### config.mk
export PLATFORM = sky130hd
export DESIGN_NAME = led_sequencer
export DESIGN_NICKNAME = d
export VERILOG_FILES = /design/src/rtl/led_sequencer_pkg.sv /design/src/rtl/led_seq_prescaler.sv /design/src/rtl/led_sequencer.sv
export SDC_FILE = /design/constraint.sdc
export NUM_CORES = 1
export LEC_CHECK = 0
export CORE_UTILIZATION = 40
export CTS_CLUSTER_SIZE = 14
export DETAILED_ROUTE_END_ITERATION = 16
export PLACE_DENSITY = 0.55
export SYNTH_ARGS = -nofsm -noshare
export SYNTH_HDL_FRONTEND = slang
export SYNTH_SLANG_ARGS = --single-unit
### constraint.sdc
create_clock -name clk -period 4 [get_ports clk]
set_input_delay 0.8 -clock clk [delete_from_list [all_inputs] [get_ports clk]]
set_output_delay 0.8 -clock clk [all_outputs]
set_load 0.005 [all_outputs]
### src/rtl/led_sequencer_pkg.sv
// rtl/led_sequencer_pkg.sv - shared mode/state/direction encodings and pattern step helpers
package led_sequencer_pkg;

    typedef enum logic [1:0] {
        MODE_COUNT  = 2'd0,
        MODE_BOUNCE = 2'd1,
        MODE_BLINK  = 2'd2,
        MODE_ROTATE = 2'd3
    } mode_e;

    typedef enum logic [1:0] {
        ST_IDLE = 2'd0,
        ST_RUN  = 2'd1,
        ST_HOLD = 2'd2
    } state_e;

    typedef enum logic {
        DIR_LEFT  = 1'b0,
        DIR_RIGHT = 1'b1
    } dir_e;

    typedef struct packed {
        dir_e       dir;
        logic [7:0] pattern;
    } step_t;

    function automatic logic [7:0] init_pattern(input mode_e m);
        logic [7:0] p;
        case (m)
            MODE_COUNT:  p = 8'h00;
            MODE_BOUNCE: p = 8'h01;
            MODE_BLINK:  p = 8'hFF;
            MODE_ROTATE: p = 8'h01;
            default:     p = 8'h00;
        endcase
        return p;
    endfunction

    // Bounce reverses and moves in the same step, so the end LEDs are shown for one tick only.
    function automatic step_t next_step(input mode_e m, input logic [7:0] p, input dir_e d);
        step_t r;
        r.dir     = d;
        r.pattern = p;
        case (m)
            MODE_COUNT:  r.pattern = p + 8'd1;
            MODE_BOUNCE: begin
                if (d == DIR_LEFT) begin
                    if (p == 8'h80) begin
                        r.dir     = DIR_RIGHT;
                        r.pattern = p >> 1;
                    end else begin
                        r.pattern = p << 1;
                    end
                end else begin
                    if (p == 8'h01) begin
                        r.dir     = DIR_LEFT;
                        r.pattern = p << 1;
                    end else begin
                        r.pattern = p >> 1;
                    end
                end
            end
            MODE_BLINK:  r.pattern = ~p;
            MODE_ROTATE: r.pattern = {p[6:0], p[7]};
            default:     r.pattern = p;
        endcase
        return r;
    endfunction

endpackage

### src/rtl/led_seq_prescaler.sv
// rtl/led_seq_prescaler.sv - step-tick prescaler, one tick every 2**DELAY enabled clocks
module led_seq_prescaler #(
    parameter int DELAY = 22
) (
    input  logic clk,
    input  logic rst_n,
    input  logic en,
    input  logic clr,
    output logic tick
);

    logic [DELAY-1:0] cnt_q;
    logic [DELAY-1:0] cnt_d;

    always_comb begin
        cnt_d = cnt_q;
        if (clr) begin
            cnt_d = '0;
        end else if (en) begin
            cnt_d = cnt_q + DELAY'(1);
        end
    end

    always_ff @(posedge clk) begin
        if (!rst_n) begin
            cnt_q <= '0;
        end else begin
            cnt_q <= cnt_d;
        end
    end

    assign tick = en & (&cnt_q);

endmodule

### src/rtl/led_sequencer.sv
// rtl/led_sequencer.sv - 8-LED animation sequencer with IDLE/RUN/HOLD control.
// Optional LED_PWM_EN adds a brightness input gating the LEDs with a 16-step PWM.
module led_sequencer
    import led_sequencer_pkg::*;
#(
    parameter int DELAY = 22
) (
    input  logic       clk,
    input  logic       rst_n,
`ifdef LED_PWM_EN
    input  logic [3:0] brightness,
`endif
    input  logic [1:0] mode,
    input  logic       start,
    input  logic       stop,
    output logic       busy,
    output logic       tick,
    output logic [7:0] led
);

    state_e     state_q, state_d;
    logic       busy_q, busy_d;
    mode_e      mode_q, mode_d;
    logic [7:0] pattern_q, pattern_d;
    dir_e       dir_q, dir_d;
    step_t      step_nxt;
    logic       presc_en;
    logic       presc_clr;
    logic       presc_tick;

    // The counter idles at zero so every IDLE->RUN starts a full step period.
    assign presc_en  = (state_q == ST_RUN);
    assign presc_clr = (state_q == ST_IDLE);

    led_seq_prescaler #(
        .DELAY(DELAY)
    ) u_prescaler (
        .clk  (clk),
        .rst_n(rst_n),
        .en   (presc_en),
        .clr  (presc_clr),
        .tick (presc_tick)
    );

    assign step_nxt = next_step(mode_q, pattern_q, dir_q);

    always_ff @(posedge clk) begin
        if (!rst_n) begin
            state_q <= ST_IDLE;
            busy_q  <= 1'b0;
        end else begin
            state_q <= state_d;
            busy_q  <= busy_d;
        end
    end

    always_comb begin
        state_d = state_q;
        case (state_q)
            ST_IDLE: if (start && !stop) state_d = ST_RUN;
            ST_RUN:  if (stop) state_d = ST_HOLD;
            ST_HOLD: begin
                if (stop) begin
                    state_d = ST_IDLE;
                end else if (start) begin
                    state_d = ST_RUN;
                end
            end
            default: state_d = ST_IDLE;
        endcase
    end

    always_comb begin
        busy_d    = (state_d != ST_IDLE);
        mode_d    = mode_q;
        pattern_d = pattern_q;
        dir_d     = dir_q;
        case (state_q)
            ST_IDLE: begin
                if (start && !stop) begin
                    mode_d    = mode_e'(mode);
                    pattern_d = init_pattern(mode_e'(mode));
                    dir_d     = DIR_LEFT;
                end
            end
            ST_RUN: begin
                if (!stop && presc_tick) begin
                    pattern_d = step_nxt.pattern;
                    dir_d     = step_nxt.dir;
                end
            end
            ST_HOLD: begin
                if (stop) begin
                    pattern_d = 8'h00;
                end
            end
            default: pattern_d = 8'h00;
        endcase
    end

    always_ff @(posedge clk) begin
        if (!rst_n) begin
            mode_q    <= MODE_COUNT;
            pattern_q <= 8'h00;
            dir_q     <= DIR_LEFT;
        end else begin
            mode_q    <= mode_d;
            pattern_q <= pattern_d;
            dir_q     <= dir_d;
        end
    end

    assign busy = busy_q;
    assign tick = presc_tick;

`ifdef LED_PWM_EN
    logic [3:0] pwm_cnt_q;
    logic [3:0] pwm_cnt_d;

    assign pwm_cnt_d = pwm_cnt_q + 4'd1;

    always_ff @(posedge clk) begin
        if (!rst_n) begin
            pwm_cnt_q <= 4'd0;
        end else begin
            pwm_cnt_q <= pwm_cnt_d;
        end
    end

    assign led = pattern_q & {8{pwm_cnt_q < brightness}};
`else
    assign led = pattern_q;
`endif

endmodule
==> metrics.yaml <==
area_delta_synth_final_pct: 13.7
via_per_inst: 5.35
required_ps: 3200
total_leakage_power_nw: 0.807
hpwl_um: 3260
die_width_um: 74.8
cts.reportedPaths.clkPinSlew_ps: 80
postSynthRegisterBits: 36
die_h_um: 74.8
placement.io_buffers: 15
coreArea_sq_um: 5110
finalNetCount: 277
maxClockFrequency_mhz: 317
worst-path-max-fanout: 13
final_max_slew_viol_count: 0
synth-main-ff-cell: "sky130_fd_sc_hd__dfxtp_1"
num_io_pins: 16
synth_top_cell_by_area: "sky130_fd_sc_hd__dfxtp_1"
syn_area_per_cell_sq_um: 8.14
overflow: 0
globalplace.congestion: 0.742
number_of_distinct_library_cells_after_synthesis: 43
n_antenna_cell: 0
netlist.area_leader.share_pct: 34.0
p_per_area_nw_per_um2: 341
cts.hold.buffers_added: 0
grt_max_degree: 24
max_cap_violations: 0
grt_antenna_before_repair: 0
numPlacedInstances: 330
setup_crit_path_kind: "reg2out"
hold_path_class: "reg2reg"
finalHoldViolCount: 0
synth.net_count: 270
max-clock-path-buffers: 2
detailedRoute.firstIterationViolations: 158
main_area_contributors_after_synthesis: "sky130_fd_sc_hd__dfxtp_1 34%, sky130_fd_sc_hd__nor2_1 6.7%, sky130_fd_sc_hd__xor2_1 6.6%, sky130_fd_sc_hd__nand4_1 3.8%, sky130_fd_sc_hd__a21oi_1 3.3%"
run_status: "completed"
layout.cells.most_common: "sky130_fd_sc_hd__nor2_1"
period_needed_ps: 3160
post-cts-setup-buffer-count: 0
fraction_of_layout_cells_with_a_size_suffix_above_1_pct: 8.96
tritoncts_buffers: 5
rsz_0062_raised_after_global_routing: "false"
mappedNetlistArea_sq_um: 2120
initial_core_utilization_pct: 41.5
async_reset_ff_share_pct: 0
final_min_period_over_clock_period_pct: 79.0
vdd_ir_drop_max_mv: 0.161
timing.critical_path.from_type: "flip-flop"
htree_num_levels: 2
cp_data_arrival_time_ps: 2360
synth_enable_flop_cells: 0
die_area_sq_um: 5590
postRouteWirelength_um: 4890
cts_resized: 0
synth_sequential_area_ratio_pct: 34.0
fin_skew_ps: 12.5
drt.antenna.violating_nets: 0
detailedRoute.firstPassIterationCount: 4
slew_headroom_pct: 43.6
setup-violations-final: 0
cts_num_sinks: 36
setup_tns_ps: 0
layout_common_cells: "38 x sky130_fd_sc_hd__nor2_1, 36 x sky130_fd_sc_hd__dfxtp_1, 16 x sky130_fd_sc_hd__xor2_1, 15 x sky130_fd_sc_hd__nand2_1, 15 x sky130_fd_sc_hd__clkdlybuf4s50_1"
synth.yosys.warnings: 0
cts_tree: "yes"
worstSkewPairLatency_ps: 290
finish.utilization_pct: 47.1
max_slew.worst_pin.slew_ps: 845
fill_cells: 539
global_route_wire_length_before_repair_um: 8130
post_detailed_route_wirelength_per_cell_um: 14.5
grtUsageTotal_pct: 19.3
instances_no_fill: 338
std_cell_rows: 26
vias: 1809
drc_errors: 0
root_buffer: "sky130_fd_sc_hd__clkbuf_8"
first_global_vias: 1666
netlist_instances: 260
cp-end-kind: "primary output"
-- layer usage --
layer / GRT usage, % / routed length, um / part of all wire, %
met2: 30.9 / 2290 / 47
met4: 6.50 / 78 / 1.6
met3: 4.28 / 130 / 2.7
met1: 25.8 / 2390 / 49
met5: 0 / 0 / 0
-- Yosys cell counts, types with 4 or more instances --
cell type / number
sky130_fd_sc_hd__nor3_1: 9
sky130_fd_sc_hd__ha_1: 4
sky130_fd_sc_hd__nand4_1: 13
sky130_fd_sc_hd__a21oi_1: 14
sky130_fd_sc_hd__nand2_1: 15
sky130_fd_sc_hd__o21ai_0: 8
sky130_fd_sc_hd__dfxtp_1: 36
sky130_fd_sc_hd__mux2i_1: 6
sky130_fd_sc_hd__a31oi_1: 6
sky130_fd_sc_hd__nor2_1: 38
sky130_fd_sc_hd__inv_1: 12
sky130_fd_sc_hd__xor2_1: 16
sky130_fd_sc_hd__clkbuf_1: 12
sky130_fd_sc_hd__nor2b_1: 5
sky130_fd_sc_hd__a221oi_2: 4
sky130_fd_sc_hd__nand3_1: 7
sky130_fd_sc_hd__and3_1: 5
sky130_fd_sc_hd__xnor2_1: 8
-- flip-flops by register name (all words and copies together), names as in the netlist --
name	flops
busy	1
dir_q	1
led	8
mode_q	2
state_q	2
u_prescaler.cnt_q	22
-- metrics by stage --
step,worst slack [ps],instance area (sq um),hold slack (ps),total power [W]
6_report,841,2410,526,0.000821
5_1_grt,651,2410,548,0.000857
4_1_cts,827,2410,524,0.000828
3_5_place_dp,1140,2300,504,0.000505
3_3_place_gp,1200,2300,499,0.000506
2_1_floorplan,1970,2120,479,0.000465
-- worst max-delay path, cell delays in order, from the launching register on --
cell and delay (ps):
sky130_fd_sc_hd__dfxtp_1 580, sky130_fd_sc_hd__nand3b_1 250, sky130_fd_sc_hd__nor2_1 340, sky130_fd_sc_hd__nand4_1 260
sky130_fd_sc_hd__inv_1 140, sky130_fd_sc_hd__clkdlybuf4s50_1 510
-- logic make-up (layout without fill, tap and decap cells) --
kind of cell    Yosys count  after routing  synth area share, %
xor+xnor                 24             24                 9.93
simple gates            113            113                 28.5
fa+ha+maj                 4              4                 2.36
flops                    36             36                 34.0
compound gates           48             48                 16.3
mux                       8              8                 3.90
buf+inv                  27             35                 4.96
-- path summary, 6_finish.rpt --
kind | startpoint | endpoint | slack (ps) | cells after the start
min reg2reg | u_prescaler.cnt_q[3] | u_prescaler.cnt_q[3] | 530 | 2
min | u_prescaler.cnt_q[3] | u_prescaler.cnt_q[3] | 530 | 2
max reg2reg | state_q[0] | led[6] | 1790 | 5
max | state_q[0] | tick | 840 | 5
-- power breakdown --
group	switching (W)	total, W	internal [W]	leakage (nW)
clock	0.000138	0.000324	0.000185	0.0552
combinational	0.0000522	0.000104	0.0000520	0.460
sequential	0.0000250	0.000393	0.000368	0.292
total	0.000216	0.000821	0.000606	0.807
-- cell type report --
| cell class | count | area [sq um] | share of cell area, % |
|---|---|---|---|
| Clock inverter | 2 | 35.0 | 1.46 |
| Timing Repair Buffer | 15 | 150 | 6.24 |
| Clock buffer | 6 | 72.6 | 3.02 |
| Sequential cell | 36 | 721 | 30.0 |
| Inverter | 12 | 45.0 | 1.87 |
| Tap cell | 70 | 87.6 | 3.64 |
| Multi-Input combinational cell | 197 | 1290 | 53.8 |
Power figures use the tool's default switching activity.
